$ cat src/rtl/fetch_pipe_pkg.sv
// Shared core definitions for the instruction fetch stage: FSM states, the
// NOP bubble word and the sequential PC increment.
package fetch_pipe_pkg;

    typedef enum logic [1:0] {
        FE_RESET,
        FE_WAIT,
        FE_HELD,
        FE_DROP
    } fe_state_t;

    localparam logic [31:0] INSTR_NOP = 32'h0000_0013;
    localparam int unsigned PC_INC    = 4;

endpackage

$ cat src/rtl/fetch_pipe_if.sv
// Instruction-memory bus between the fetch stage (master) and the memory (slave).
interface fetch_pipe_if #(
    parameter int DWIDTH = 32
);

    logic              imem_req_do;
    logic [DWIDTH-1:0] imem_addr_do;
    logic [DWIDTH-1:0] imem_rdata_di;
    logic              imem_rvalid_di;

    modport master (
        output imem_req_do,
        output imem_addr_do,
        input  imem_rdata_di,
        input  imem_rvalid_di
    );

    modport slave (
        input  imem_req_do,
        input  imem_addr_do,
        output imem_rdata_di,
        output imem_rvalid_di
    );

endinterface

$ cat src/rtl/fetch_pipe.sv
// Instruction fetch stage: one outstanding imem request, stall hold buffer,
// redirect with stale-response drop. Define FETCH_MISALIGN_CHK_EN to flag and align misaligned redirect targets.
module fetch_pipe
    import fetch_pipe_pkg::*;
#(
    parameter int                DWIDTH   = 32,
    parameter logic [DWIDTH-1:0] RESET_PC = 32'h0000_0000
) (
    input  logic              Clk_Core,
    input  logic              Rst_Core_N,
    input  logic              stall_di,
    input  logic              pc_sel_di,
    input  logic [DWIDTH-1:0] pc_target_di,
    fetch_pipe_if.master      imem,
    output logic [DWIDTH-1:0] instruct_do,
    output logic [DWIDTH-1:0] pc_do,
    output logic [DWIDTH-1:0] pc_plus_do,
    output logic              misalign_do
);

    localparam logic [DWIDTH-1:0] NOP_W = DWIDTH'(INSTR_NOP);
    localparam logic [DWIDTH-1:0] INC_W = DWIDTH'(PC_INC);

    fe_state_t         state_q, state_d;
    logic [DWIDTH-1:0] pc_q, pc_d;
    logic [DWIDTH-1:0] hold_instr_q, hold_instr_d;
    logic [DWIDTH-1:0] hold_pc_q, hold_pc_d;
    logic [DWIDTH-1:0] instr_d, pc_do_d, pc_plus_d, addr_d;
    logic              req_d, misalign_d;
    logic [DWIDTH-1:0] target_eff;
    logic              target_bad;

`ifdef FETCH_MISALIGN_CHK_EN
    assign target_eff = {pc_target_di[DWIDTH-1:2], 2'b00};
    assign target_bad = pc_sel_di && (pc_target_di[1:0] != 2'b00);
`else
    assign target_eff = pc_target_di;
    assign target_bad = 1'b0;
`endif

    // A redirect wins over stall; if a response is still in flight it must be swallowed first (FE_DROP).
    always_comb begin
        state_d      = state_q;
        pc_d         = pc_q;
        hold_instr_d = hold_instr_q;
        hold_pc_d    = hold_pc_q;
        instr_d      = instruct_do;
        pc_do_d      = pc_do;
        pc_plus_d    = pc_plus_do;
        req_d        = 1'b0;
        addr_d       = imem.imem_addr_do;
        misalign_d   = misalign_do | target_bad;

        if (pc_sel_di) begin
            pc_d    = target_eff;
            instr_d = NOP_W;
            if ((state_q == FE_WAIT || state_q == FE_DROP) && !imem.imem_rvalid_di) begin
                state_d = FE_DROP;
            end else begin
                req_d   = 1'b1;
                addr_d  = target_eff;
                state_d = FE_WAIT;
            end
        end else begin
            case (state_q)
                FE_RESET: begin
                    req_d   = 1'b1;
                    addr_d  = pc_q;
                    state_d = FE_WAIT;
                end
                FE_WAIT: begin
                    if (imem.imem_rvalid_di && stall_di) begin
                        hold_instr_d = imem.imem_rdata_di;
                        hold_pc_d    = pc_q;
                        state_d      = FE_HELD;
                    end else if (imem.imem_rvalid_di) begin
                        instr_d   = imem.imem_rdata_di;
                        pc_do_d   = pc_q;
                        pc_plus_d = pc_q + INC_W;
                        pc_d      = pc_q + INC_W;
                        req_d     = 1'b1;
                        addr_d    = pc_q + INC_W;
                    end else if (!stall_di) begin
                        instr_d = NOP_W;
                    end
                end
                FE_HELD: begin
                    if (!stall_di) begin
                        instr_d   = hold_instr_q;
                        pc_do_d   = hold_pc_q;
                        pc_plus_d = hold_pc_q + INC_W;
                        pc_d      = hold_pc_q + INC_W;
                        req_d     = 1'b1;
                        addr_d    = hold_pc_q + INC_W;
                        state_d   = FE_WAIT;
                    end
                end
                FE_DROP: begin
                    if (imem.imem_rvalid_di) begin
                        req_d   = 1'b1;
                        addr_d  = pc_q;
                        state_d = FE_WAIT;
                    end
                end
            endcase
        end
    end

    always_ff @(posedge Clk_Core or negedge Rst_Core_N) begin
        if (!Rst_Core_N) begin
            state_q           <= FE_RESET;
            pc_q              <= RESET_PC;
            hold_instr_q      <= '0;
            hold_pc_q         <= '0;
            instruct_do       <= NOP_W;
            pc_do             <= '0;
            pc_plus_do        <= '0;
            imem.imem_req_do  <= 1'b0;
            imem.imem_addr_do <= '0;
            misalign_do       <= 1'b0;
        end else begin
            state_q           <= state_d;
            pc_q              <= pc_d;
            hold_instr_q      <= hold_instr_d;
            hold_pc_q         <= hold_pc_d;
            instruct_do       <= instr_d;
            pc_do             <= pc_do_d;
            pc_plus_do        <= pc_plus_d;
            imem.imem_req_do  <= req_d;
            imem.imem_addr_do <= addr_d;
            misalign_do       <= misalign_d;
        end
    end

endmodule

$ cat src/flat_wrapper.sv
// flat-port wrapper written by rule: the top's interface ports become plain ports
module fetch_pipe_flat import fetch_pipe_pkg::*;
#(
    parameter int                DWIDTH   = 32,
    parameter logic [DWIDTH-1:0] RESET_PC = 32'h0000_0000
)
  (Clk_Core, Rst_Core_N, stall_di, pc_sel_di, pc_target_di, instruct_do, pc_do, pc_plus_do, misalign_do, imem_imem_req_do, imem_imem_addr_do, imem_imem_rdata_di, imem_imem_rvalid_di);
  fetch_pipe_if #(.DWIDTH(DWIDTH)) imem_i ();
  input  logic Clk_Core;
  input  logic Rst_Core_N;
  input  logic stall_di;
  input  logic pc_sel_di;
  input  logic [DWIDTH-1:0] pc_target_di;
  output logic [DWIDTH-1:0] instruct_do;
  output logic [DWIDTH-1:0] pc_do;
  output logic [DWIDTH-1:0] pc_plus_do;
  output logic misalign_do;
  output wire logic [$bits(imem_i.imem_req_do)-1:0] imem_imem_req_do;
  output wire logic [$bits(imem_i.imem_addr_do)-1:0] imem_imem_addr_do;
  input wire logic [$bits(imem_i.imem_rdata_di)-1:0] imem_imem_rdata_di;
  input wire logic [$bits(imem_i.imem_rvalid_di)-1:0] imem_imem_rvalid_di;
  assign imem_imem_req_do = imem_i.imem_req_do;
  assign imem_imem_addr_do = imem_i.imem_addr_do;
  assign imem_i.imem_rdata_di = imem_imem_rdata_di;
  assign imem_i.imem_rvalid_di = imem_imem_rvalid_di;
  fetch_pipe #(.DWIDTH(DWIDTH), .RESET_PC(RESET_PC)) u_core (.Clk_Core(Clk_Core), .Rst_Core_N(Rst_Core_N), .stall_di(stall_di), .pc_sel_di(pc_sel_di), .pc_target_di(pc_target_di), .imem(imem_i), .instruct_do(instruct_do), .pc_do(pc_do), .pc_plus_do(pc_plus_do), .misalign_do(misalign_do));
endmodule
$ cat config.mk
export PLATFORM = sky130hd
export DESIGN_NAME = fetch_pipe_flat
export DESIGN_NICKNAME = d
export VERILOG_FILES = /design/src/rtl/fetch_pipe_pkg.sv /design/src/rtl/fetch_pipe_if.sv /design/src/rtl/fetch_pipe.sv /design/src/flat_wrapper.sv
export SDC_FILE = /design/constraint.sdc
export NUM_CORES = 1
export LEC_CHECK = 0
export CORE_MARGIN = 8
export CORE_UTILIZATION = 50
export DETAILED_ROUTE_END_ITERATION = 6
export PLACE_DENSITY = 0.84
export SLEW_MARGIN = 5
export SYNTH_ARGS = -nofsm -noshare
export SYNTH_HDL_FRONTEND = slang
export SYNTH_SLANG_ARGS = --single-unit
$ cat constraint.sdc
create_clock -name Clk_Core -period 4.9 [get_ports Clk_Core]
set_clock_uncertainty 0.05 [all_clocks]
set_input_delay 0.98 -clock Clk_Core [delete_from_list [all_inputs] [get_ports Clk_Core]]
set_output_delay 0.98 -clock Clk_Core [all_outputs]
set_load 0.05 [all_outputs]
Yosys cells after proc, flatten, opt, wreduce, memory -nomap -nowiden. Index checks and enable logic that the tools add are counted.

Bitwise gates (word level): 1. Muxes and demuxes: 30. Add/subtract/negate cells: 2. Reduce and logical (&&, ||, !) cells: 13. Eq/ne operators: 13.

Operators with widths (number): $mux 32 (14); $pmux 32 s2 (3); $pmux 32 s4 (1); $add 32x3->32 const B (2); $ne 3x3->1 const B (5); $mux 2 (5); $reduce_and 5->1 (2); $ne 2x2->1 const B (4); $pmux 2 s4 (1); $reduce_and 4->1 (2); $reduce_and 3->1 (2); $mux 1 (5); $eq 2x2->1 const B (2); $ne 4x4->1 const B (1); $pmux 1 s4 (1); $reduce_bool 3->1 (1); $eq 2x1->1 const B (1); $logic_and 1x1->1 (2); $logic_not 2->1 (1); $reduce_bool 2->1 (1); $logic_not 1->1 (1); $logic_or 1x1->1 (1); $not 1->1 (1).

Input port bits: 69. Register bits after elaboration: 227.

Logic depth before layout (Yosys ltp). Gate-level depths: netlist of run 1.

Word-level depth: 5. Gate-level depth with buffers: 10. Mapped depth without buffers: 8.

Worst setup path before layout of run 1. No wires, ideal clock.

Path kind: input-to-reg. From: in imem_imem_rvalid_di. To: reg u_core.pc_do[14]. Setup slack: 2176 ps. Cell stages on the path: 6. Setup time: 137 ps. Path buffers: 3. Arrival: 2537 ps. Cells stage by stage: buf_2 > nand2_1 > a211oi_1 > clkbuf_1 > buf_1 > a21oi_1.

Word-level cells in the longest chain between the ends: 3.

Ends and longest elaborated chain: start: declaration (RTL line flat_wrapper.sv:21) `input wire logic [$bits(imem_i.imem_rvalid_di)-1:0] imem_imem_rvalid_di;`; $logic_and 1x1->1 (RTL line fetch_pipe.sv:72) `if (imem.imem_rvalid_di && stall_di) begin`; $ne 2x2->1 (no source line); $reduce_and 5->1 (no source line) *; end signal: assignment (RTL line fetch_pipe.sv:127) `pc_do <= pc_do_d;`; end: declaration (RTL line fetch_pipe.sv:16) `output logic [DWIDTH-1:0] pc_do,`.

Every way passes the cells marked *; elsewhere a longest branch is shown, timed or not. A chain may end at the register's enable or synchronous reset.

Worst setup path after layout of run 1.
From: reg u_core.state_q[0]. To: reg u_core.pc_q[17].

Word-level cells in the longest chain between the ends: 3.

Ends and longest elaborated chain: start: declaration (RTL line fetch_pipe.sv:24) `fe_state_t state_q, state_d;`; start signal: assignment (RTL line fetch_pipe.sv:122) `state_q <= state_d;`; $eq 2x1->1 / $eq 2x2->1 (equally long branches) (RTL line fetch_pipe.sv:65) `case (state_q)`; $ne 3x3->1 (no source line), or another cell as far along; $reduce_and 4->1 (no source line) / $mux 32 (equally long branches); end signal: assignment (RTL line fetch_pipe.sv:123) `pc_q <= pc_d;`; end: declaration (RTL line fetch_pipe.sv:25) `logic [DWIDTH-1:0] pc_q, pc_d;`.

Several ways; a longest one is shown, not always the timed one.

==> impl_metrics.ini, run 1 <==
[synthesis]
postSynthCellCount = 1241
synthFlopType = dfrtp_1
syn_area_mm2 = 0.0118
synth_area_per_cell_um2 = 9.54
synth.top_cells.by_area = dfrtp_1 47%, mux2_2 6.1%, nand2_1 4.8%, mux2i_1 4.3%, o21ai_0 4.3%
yosysSeqAreaShare = 0.476
yosys-top-cells-count = 222 x dfrtp_1, 153 x nand2_1, 101 x nor2_1, 101 x o21ai_0, 82 x a21oi_1
synth_cell_types = 68
yosys.area.top_type = dfrtp_1
syn-num-nets = 1316
synth_top_cell_area_share = 0.469
synthArstFlopShare = 1.00
synth.ff_latch_count = 225
ys_warn_count = 0
synth-edff-count = 0
yosysMostFrequentCell = dfrtp_1

[grt]
grt_pass1_vias = 10199
track_usage = 0.249
grt_max_degree = 126
overflow = 0
grt_pass1_wl_um = 57800
antenna_found_initial = 0

[power_and_ir_drop]
power.density_mw_per_mm2 = 725
ir_drop_uv = 330
power_leakage_nw = 5.98

[cells_and_area]
final_util = 0.636
area_growth_syn_to_layout_pct = 25.3
drive_gt1_frac = 0.105
nets = 1446
antenna_cells = 0

[worst_setup_path]
crit_arrival_ps = 3680
critPathMaxFanout = 66
path_delay_family = compound AO/OA/AOI/OAI gates
crit_type = register to register
cpMaxStageDelayCell = ha_4
reg2reg_from = u_core.state_q[0]
cp_slowest_stage_delay_ps = 760
start_kind = register
path_common_cell = nand2b_1
rr_worst_depth = 9
crit_chain = inv_1 > ha_4 > nand2b_1 > a211oi_4 > buf_4 > nand2b_1 > mux2i_1 > o32ai_1 > o31a_1
crit_buf_inv = 2
crit_required_ps = 5270
regToRegEndpoint = u_core.pc_q[17]
worstSetupEndpointType = register
rrSetupSlack_ps = 1590

[floorplanning]
io-pin-count = 199
chipWidth_um = 170
die-area_mm2 = 0.0289
start_util = 0.508
die_y_um = 170
coreArea_mm2 = 0.0233
row_count = 56

[detailed_routing]
routed_wl_um = 36900
antenna_left = 0
first_iter_violations = 1353
drc = 4
wire_per_inst_um = 21.6
firstDrtPassIters = 7
vias = 10495
vias_per_cell = 6.14

[clock_network]
cts_buffer_depth = 3
hold_buffers = 0
insertion_delay_ps = 530
cts-resized-gates = 0
clock-sinks = 225
h-tree-depth = 1
cts_root_buffer = clkbuf_16
cts_tree = yes
postCtsSetupBuffers = 0
clk_pin_slew_ps = 70
cts_buffers = 24

[timing]
slew_headroom = 0.153
fin_tns_setup_ps = 0
final_hold_viol_count = 0
slew_viol_final = 0
rsz0062_at_grt = no
max_freq_ghz = 0.302
period_minus_slack_ps = 3310
final-setup-viol-count = 0
worst_pin_slew_ps = 1260
post-route-period-util = 0.676

[hold_path]
hold_path.class = register to register
min-delay-start = u_core.pc_plus_do[10]
whs_endpoint = u_core.pc_plus_do[10]
min_path_cells = 2

[placed_design]
dp_hpwl_um = 25400
numPortBuffers = 197
place_congestion = 0.931

[status]
violations = DRC
status = complete, but fails checks

[run]
cap_violations = 0
## logic make-up after synthesis
group,share of synthesized area
AOI/OAI and AO/OA,0.184
other,0.000317
xor gates and xnor gates,0.0362
buffers and inverters,0.0419
muxes,0.104
DFF,0.476
and+or+nand+nor,0.151
adders and majority gates,0.00634
## cells in the final DEF (no fill, tap or decap), types with 6 or more instances in the layout
master,synthesis,final
nor4_1,14,14
clkdlybuf4s50_1,0,195
clkbuf_1,72,6
o22ai_1,9,9
xor2_1,15,15
nand3_1,30,29
a21oi_1,82,81
a22oi_1,32,32
o21ai_0,101,101
and4_1,8,8
mux2i_1,51,51
nor3_1,15,15
clkbuf_16,0,25
and3_1,12,12
mux2_2,64,64
nor2_1,101,100
o21a_1,6,6
xnor2_1,34,34
nand2b_1,10,10
nand2_1,153,153
dfrtp_1,222,222
a221oi_1,18,18
nand4_1,14,14
o31ai_1,16,16
a31oi_1,9,9
inv_1,12,12
buf_4,4,14
o31a_1,7,7
o211ai_1,11,11
## flip-flops by register name, indices dropped and copies added (netlist names)
register                  cells
u_core.pc_plus_do            32
u_core.imem.imem_req_do       1
u_core.pc_q                  32
u_core.hold_instr_q          32
u_core.instruct_do           32
u_core.hold_pc_q             32
u_core.pc_do                 30
u_core.imem.imem_addr_do     32
u_core.state_q                2
## worst min-delay path: stages, from the launching register on
cell and delay, ps:
dfrtp_1 340, nand2_1 50, nand2_1 50
## layout make-up
| type | instances | area (um2) |
|---|---|---|
| multi-input combinational | 894 | 5760 |
| fill | 1819 | 8500 |
| clock inverter | 9 | 173 |
| clock buffer | 35 | 703 |
| inverter | 13 | 48.8 |
| sequential | 225 | 5630 |
| tap | 319 | 399 |
| timing repair buffer | 213 | 2120 |
## stage by stage
step                hold WS [ps]  total power [mW]  instance area [um2]  setup WS (ps)  instances
floorplan                    430              6.80                11800           2180       1241
global placement             412              8.52                14000           1350       1664
detailed placement           415              8.66                14000           1250       1664
CTS                          430              10.7                14800           1630       1708
global route                 449              11.2                14800           1440       1708
finish                       425              10.8                14800           1590       1708
## layer usage
metal,global-route usage,vias to the layer above,share of wire
li1,-,4730,-
met1,0.342,5035,0.39
met2,0.382,638,0.45
met3,0.0598,92,0.13
met4,0.0873,0,0.032
met5,0,-,0
## how the worst max path moves through the flow
| stage | start | endpoint | cells after the start |
|---|---|---|---|
| 3_5_place_dp | stall_di | u_core.imem.imem_addr_do[24] | 8 |
| 5_1_grt | u_core.state_q[0] | u_core.pc_q[17] | 9 |
| 3_3_place_gp | stall_di | u_core.imem.imem_addr_do[24] | 8 |
| 4_1_cts | u_core.state_q[0] | u_core.pc_q[17] | 9 |
| 6_report | u_core.state_q[0] | u_core.pc_q[17] | 9 |
| 2_1_floorplan | imem_imem_rvalid_di | u_core.pc_do[14] | 6 |
## report_power, final
| group | internal (mW) | switching, mW | total (mW) |
|---|---|---|---|
| Clock | 1.26 | 0.761 | 2.02 |
| Combinational | 1.87 | 3.52 | 5.38 |
| Sequential | 2.61 | 0.746 | 3.36 |
No activity file was read; power rests on OpenSTA's default activity.
==> inputs of run 2 (changes only) <==
--- a/config.mk
+++ b/config.mk
@@ -6,9 +6,9 @@
 export NUM_CORES = 1
 export LEC_CHECK = 0
 export CORE_MARGIN = 8
-export CORE_UTILIZATION = 50
+export CORE_UTILIZATION = 49
 export DETAILED_ROUTE_END_ITERATION = 6
-export PLACE_DENSITY = 0.84
+export PLACE_DENSITY = 0.85
 export SLEW_MARGIN = 5
 export SYNTH_ARGS = -nofsm -noshare
 export SYNTH_HDL_FRONTEND = slang
==> constraint.sdc (replaced) <==
create_clock -name Clk_Core -period 2.69 [get_ports Clk_Core]
set_clock_uncertainty 0.05 [all_clocks]
set_input_delay 0.538 -clock Clk_Core [delete_from_list [all_inputs] [get_ports Clk_Core]]
set_output_delay 0.538 -clock Clk_Core [all_outputs]
set_load 0.05 [all_outputs]
==> impl_metrics.ini, run 2 (same netlist as run 1, synthesis figures left out) <==
[timing]
worst_pin_slew_ps = 626
period_minus_slack_ps = 2540
post-route-period-util = 0.943
slew_viol_final = 0
max_freq_ghz = 0.394
rsz0062_at_grt = no
slew_headroom = 0.583
final_hold_viol_count = 0
final-setup-viol-count = 0
fin_tns_setup_ps = 0

[floorplanning]
chipWidth_um = 171
row_count = 57
coreArea_mm2 = 0.0240
io-pin-count = 199
die_y_um = 171
start_util = 0.493
die-area_mm2 = 0.0294

[clock_network]
cts_buffer_depth = 3
clock-sinks = 225
clk_pin_slew_ps = 60
cts-resized-gates = 0
cts_buffers = 24
cts_tree = yes
insertion_delay_ps = 520
h-tree-depth = 1
cts_root_buffer = clkbuf_16

[run]
cap_violations = 0

[cells_and_area]
multiInputGateArea_mm2 = 0.00576
fillers = 1856
layout_common_cells = 222 x dfrtp_1, 195 x clkdlybuf4s50_1, 153 x nand2_1
final_util = 0.633
seqCellArea_mm2 = 0.00563
drive_gt1_frac = 0.142
area_growth_syn_to_layout_pct = 28.5
nets = 1506
layout_commonest_cell = dfrtp_1
antenna_cells = 0

[status]
status = complete, no violations

[power_and_ir_drop]
p_sw_mw = 9.29
comb_power_share = 0.531
p_int_mw = 10.2
ir_drop_uv = 672
power.density_mw_per_mm2 = 1280
power_leakage_nw = 6.23
totalPowerFinal_mw = 19.5
pwr-share-clk = 0.162
seqPwrFrac = 0.307
swShare = 0.476

[placed_design]
numPortBuffers = 197
place_congestion = 0.959
dp_hpwl_um = 27900

[worst_setup_path]
rrSetupSlack_ps = 150
start_kind = register
rr_worst_depth = 7
crit_arrival_ps = 2890
critPathMaxFanout = 8
crit_required_ps = 3040
crit_type = register to register
worstSetupEndpointType = register

[grt]
antenna_found_initial = 0
overflow = 0
grt_pass1_wl_um = 60900
grt_pass1_vias = 10660
track_usage = 0.260
grt_max_degree = 66

[detailed_routing]
antenna_left = 0
vias = 10995
vias_per_cell = 6.21
routed_wl_um = 38900
wire_per_inst_um = 22.0
firstDrtPassIters = 7
first_iter_violations = 1417
drc = 0

[hold_path]
hold_path.class = input port to async pin
## run 2: worst max-delay path, cell delays in order, from the launching register on
cell and delay, ps:
dfrtp_1 500, and4_1 330, nand3_1 270, buf_4 260, o31a_1 270, o21ai_0 270
o21ai_1 170, mux2_2 290
## run 2: routing by layer
metal | vias to the layer above | share of wire | GRT usage
li1 | 4847 | - | -
met1 | 5312 | 0.39 | 0.357
met2 | 730 | 0.45 | 0.399
met3 | 106 | 0.12 | 0.0620
met4 | 0 | 0.036 | 0.0885
met5 | - | 0 | 0
## run 2: repair_timing
item	in CTS	in global routing
setup buffers	0	0
hold endpoints to repair	32	0
hold buffers	1	0
## run 2: layout make-up
cell class                 instances  area share
multi-input combinational        894       0.378
sequential                       225       0.370
inverter                          13     0.00321
clock inverter                    10     0.00395
tap                              324      0.0266
clock buffer                      32      0.0455
timing repair buffer             273       0.172
## run 2: worst paths after layout
| path | startpoint | end |
|---|---|---|
| setup reg to reg | u_core.hold_pc_q[10] | u_core.pc_plus_do[27] |
| max in group asynchronous | Rst_Core_N | u_core.hold_instr_q[23] |
| setup / recovery | u_core.hold_pc_q[10] | u_core.pc_plus_do[27] |
| hold / removal | Rst_Core_N | u_core.pc_plus_do[1] |
| min in group Clk_Core | u_core.pc_plus_do[8] | u_core.pc_plus_do[8] |
| hold reg to reg | u_core.pc_plus_do[8] | u_core.pc_plus_do[8] |
## run 2: power groups by stage
stage	sequential (mW)	combinational, mW	clock [mW]
2_1_floorplan	8.26	4.13	0
3_3_place_gp	5.88	9.97	0
3_5_place_dp	5.96	10.2	0
4_1_cts	5.95	10.3	3.22
5_1_grt	6.15	10.9	3.36
6_report	5.99	10.4	3.17
## run 2: metrics by stage
step           worst slack, ps  hold WS, ps  cell area [um2]  instances
6_report                   154          429            15200       1771
4_1_cts                    204          433            15200       1771
2_1_floorplan             47.4          192            11800       1241
3_3_place_gp              95.2          373            14500       1728
3_5_place_dp              80.7          376            14500       1728
5_1_grt                   45.8          444            15200       1771
==> RTL change 1: new RTL, settings of run 1 <==
`DWIDTH` is set to 32 in 3 places; all go to 16.
--- a/src/rtl/fetch_pipe_if.sv
+++ b/src/rtl/fetch_pipe_if.sv
@@ -1,5 +1,5 @@
 // Instruction-memory bus between the fetch stage (master) and the memory (slave).
 interface fetch_pipe_if #(
-    parameter int DWIDTH = 32
+    parameter int DWIDTH = 16
 );
 
--- a/src/rtl/fetch_pipe.sv
+++ b/src/rtl/fetch_pipe.sv
@@ -4,5 +4,5 @@
     import fetch_pipe_pkg::*;
 #(
-    parameter int                DWIDTH   = 32,
+    parameter int                DWIDTH   = 16,
     parameter logic [DWIDTH-1:0] RESET_PC = 32'h0000_0000
 ) (
--- a/src/flat_wrapper.sv
+++ b/src/flat_wrapper.sv
@@ -2,5 +2,5 @@
 module fetch_pipe_flat import fetch_pipe_pkg::*;
 #(
-    parameter int                DWIDTH   = 32,
+    parameter int                DWIDTH   = 16,
     parameter logic [DWIDTH-1:0] RESET_PC = 32'h0000_0000
 )
Ports: changed (6 resized); port bits go from 199 to 103. No check against the original RTL was run, so the function may have changed too.
==> RTL change 1 against run 1 <==
Synthesized area fell by 50%; final area fell by 50%; final cell count fell by 52%; combinational power fell by 59%; sequential cell count fell by 112; total power fell by 53%; worst setup slack improved by 0.12 ns; wire length fell by 54%; register-to-register slack improved by 0.23 ns; die area fell by 46%; synthesized cell count fell by 52%; first-iteration DRC count fell by 59%; maximum frequency rose by 3.6%; global-route usage fell by 2.7 points.
==> RTL change 1: results (changes against run 1) <==
Vias in the first global route - 5236 (was 10200)
Max clock buf depth - 2 (was 3)
Placed cell count - 794 (was 1664)
Via count - 5110 (was 10500)
Htree depth - 4 (was 1)
Distinct cell type count after synthesis - 67 (was 68)
Maximum vdd drop - 393 uV (was 330 uV)
DP HPWL - 11600 um (was 25400 um)
Sequential-to-total area share from yosys stat - 0.481 (was 0.476)
GP Congestion - 0.951 (was 0.931)
Proportion of layout cells with a drive suffix above 1 - 0.120 (was 0.105)
DR vias/cell - 6.20 (was 6.14)
Layout fillers - 838 (was 1819)
Reg2reg setup slack - 1.82 ns (was 1.59 ns)
Met1 usage - 0.269 (was 0.342)
Slew margin rel. - 0.293 (was 0.153)
Clk pin slew, worst setup/hold paths - 0.05 ns (was 0.07 ns)
CTS buffer count - 17 (was 24)
Routed WL - 17100 um (was 36900 um)
Worst path arrival time - 3.48 ns (was 3.68 ns)
Crit-path max FO - 45 (was 66)
Commonest cells in the netlist - dfrtp_1, nand2_1, nor2_1 (was dfrtp_1, nand2_1, nor2_1, o21ai_0, a21oi_1)
Met2 Track Usage GR - 0.362 (was 0.382)
Starting DRT DRC Count - 552 (was 1353)
Syn_nets - 637 (was 1316)
Status - completed (was complete, but fails checks)
## RTL change 1: final timing paths
check / startpoint / end / depth (start not counted)
min: u_core.pc_plus_do[7]$_DFFE_PN0P_ / u_core.pc_plus_do[7]$_DFFE_PN0P_ / 2
min in group asynchronous: Rst_Core_N / u_core.imem.imem_addr_do[6]$_DFFE_PN0P_ / 1
max reg2reg: u_core.state_q[1]$_DFFE_PN0P_ / u_core.hold_instr_q[12]$_DFFE_PN0P_ / 4
max: pc_sel_di / u_core.pc_q[11]$_DFFE_PN0P_ / 6
max in group asynchronous: Rst_Core_N / u_core.hold_instr_q[13]$_DFFE_PN0P_ / 2
min reg2reg: u_core.pc_plus_do[7]$_DFFE_PN0P_ / u_core.pc_plus_do[7]$_DFFE_PN0P_ / 2
## RTL change 1: cells by family (layout without fill, tap and decap cells)
logic type	after synthesis	after routing	share of synthesized area
AO/OA/AOI/OAI	163	163	0.182
XOR/XNOR	20	20	0.0297
adder cells (fa/ha/maj)	6	6	0.0127
buffers and inverters	60	147	0.0476
flip-flops	113	113	0.481
multiplexers	60	60	0.110
other	1	1	0.000637
AND/OR/NAND/NOR	171	171	0.136
## RTL change 1: critical path, stage by stage
cell and delay (ns):
clkdlybuf4s50_1 0.74, or2_2 0.50, nor2_4 0.77, nand2_1 0.12
o22ai_1 0.21, o21bai_1 0.14
## RTL change 1: area by class of cell
| class | count | area share |
|---|---|---|
| Sequential cell | 113 | 0.379 |
| Multi-Input combinational cell | 421 | 0.372 |
| Timing Repair Buffer | 105 | 0.139 |
| Clock buffer | 25 | 0.0691 |
| Tap cell | 143 | 0.0240 |
| Clock inverter | 5 | 0.0101 |
| Inverter | 12 | 0.00604 |
## RTL change 1: where the power goes
group          total [uW]  internal [uW]  switching, uW
Clock                1230            820            405
Combinational        2190            772           1420
Sequential           1620           1290            327
## RTL change 1: routing by layer
layer,up-vias,part of all wire
met5,-,0
met3,50,0.088
met4,0,0.030
met2,281,0.49
li1,2266,-
met1,2513,0.39
## RTL change 1: stage by stage
step                setup WS [ns]  instance area [sq um]
finish                       1.71                   7460
global route                 1.55                   7460
CTS                          1.71                   7460
detailed placement           1.32                   6870
global placement             1.40                   6870
floorplan                    2.61                   5890
==> RTL change 2: new RTL, config.mk and constraints of run 1 <==
Without the edit above. `hold_pc_q` no longer has a reset.
--- a/src/rtl/fetch_pipe.sv
+++ b/src/rtl/fetch_pipe.sv
@@ -112,5 +112,4 @@
             pc_q              <= RESET_PC;
             hold_instr_q      <= '0;
-            hold_pc_q         <= '0;
             instruct_do       <= NOP_W;
             pc_do             <= '0;
@@ -123,5 +122,4 @@
             pc_q              <= pc_d;
             hold_instr_q      <= hold_instr_d;
-            hold_pc_q         <= hold_pc_d;
             instruct_do       <= instr_d;
             pc_do             <= pc_do_d;
@@ -133,4 +131,8 @@
     end
 
+    always_ff @(posedge Clk_Core) begin
+        hold_pc_q <= hold_pc_d;
+    end
+
 endmodule
 
Check against the original RTL: same outputs for any inputs over 4 cycles, from zero or initial values and one cycle with Rst_Core_N low; that may be too few to reach the edited logic, so the function may still have changed.
==> RTL change 2 against run 1 <==
Sequential cell count did not move; total power fell by 4.2%; wire length rose by 2.6%; global-route usage rose by 1.3 points; final area fell by 1.4%; non-clock buffer count rose by 4; critical path type unchanged; worst setup slack got worse by 0.20 ns; critical endpoint is now u_core.imem.imem_addr_do[30]$_DFFE_PN0P_; combinational power fell by 5.8%; synthesized area fell by 1.7%; die area fell by 1.5%.
==> RTL change 2: results (changes against run 1) <==
DR vias/cell - 6.22 (was 6.14)
Sequential share of cell area - 0.396 (was 0.380)
Distinct cell type count after synthesis - 69 (was 68)
Pin count of the biggest net entering global routing - 120 (was 126)
P_leak - 0.00593 uW (was 0.00598 uW)
DRC viols - 0 (was 4)
Via count - 10800 (was 10500)
Worst path arrival time - 3.84 ns (was 3.68 ns)
Layout fillers - 1871 (was 1819)
Syn_nets - 1341 (was 1316)
Seq cells - 225 (unchanged)
GRT Total Usage - 0.262 (was 0.249)
Multi-input gate count - 919 (was 894)
Met3 wire length - 5290 um (was 4670 um)
Maximum vdd drop - 335 uV (was 330 uV)
Clkbuf count - 37 (was 35)
Non-clock buffer count - 217 (was 213)
Vias in the first global route - 10800 (was 10200)
Starting DRT DRC Count - 1247 (was 1353)
Status - completed (was complete, but fails checks)
Placed cell count - 1696 (was 1664)
Setup WS pre-CTS - 1.29 ns (was 1.25 ns)
EDFF count, synth - 32 (was 0)
Nonclk inv count - 16 (was 13)
Metal2 WL - 16600 um (about the same)
RTL change 2: cell types whose count changed after synthesis, sizes merged, moves of 11 or more:
cell    before  now
mux2        64    6
nand2      153  275
dfrtp      222  190
nor2       101   66
edfxtp       0   32
mux2i       51   39
xor2        15   26
o21ai      105  138
a21oi       83   46
RTL change 2: metrics by stage:
stage,hold WS [ns],util,total power [uW]
3_5_place_dp,0.415,0.594,8300
6_report,0.427,0.631,10300
5_1_grt,0.444,0.631,10800
4_1_cts,0.430,0.631,10300
2_1_floorplan,0.370,-,6500
3_3_place_gp,0.408,0.594,8170
RTL change 2: logic make-up (layout without fill, tap and decap cells):
kind of cell               count (synthesis)  after routing  share of synthesized area
buffers and inverters                    122            277                     0.0424
DFF                                      225            225                      0.498
adders and majority gates                  6              6                    0.00645
AOI/OAI and AO/OA                        338            338                      0.187
xor gates and xnor gates                  55             55                     0.0414
other                                      1              1                   0.000322
muxes                                     45             45                     0.0393
and+or+nand+nor                          474            474                      0.186
RTL change 2: path summary, 6_finish.rpt:
| check | from | depth (start not counted) | end |
|---|---|---|---|
| min in group asynchronous | Rst_Core_N | 1 | u_core.pc_plus_do[18]$_DFFE_PN0P_ |
| hold / removal | u_core.hold_instr_q[0]$_DFFE_PN0P_ | 2 | u_core.hold_instr_q[0]$_DFFE_PN0P_ |
| max in group asynchronous | Rst_Core_N | 2 | u_core.instruct_do[4]$_DFFE_PN1P_ |
| setup reg to reg | u_core.state_q[0]$_DFFE_PN0P_ | 9 | u_core.imem.imem_addr_do[30]$_DFFE_PN0P_ |
| hold reg to reg | u_core.hold_instr_q[0]$_DFFE_PN0P_ | 2 | u_core.hold_instr_q[0]$_DFFE_PN0P_ |
| setup / recovery | u_core.state_q[0]$_DFFE_PN0P_ | 9 | u_core.imem.imem_addr_do[30]$_DFFE_PN0P_ |
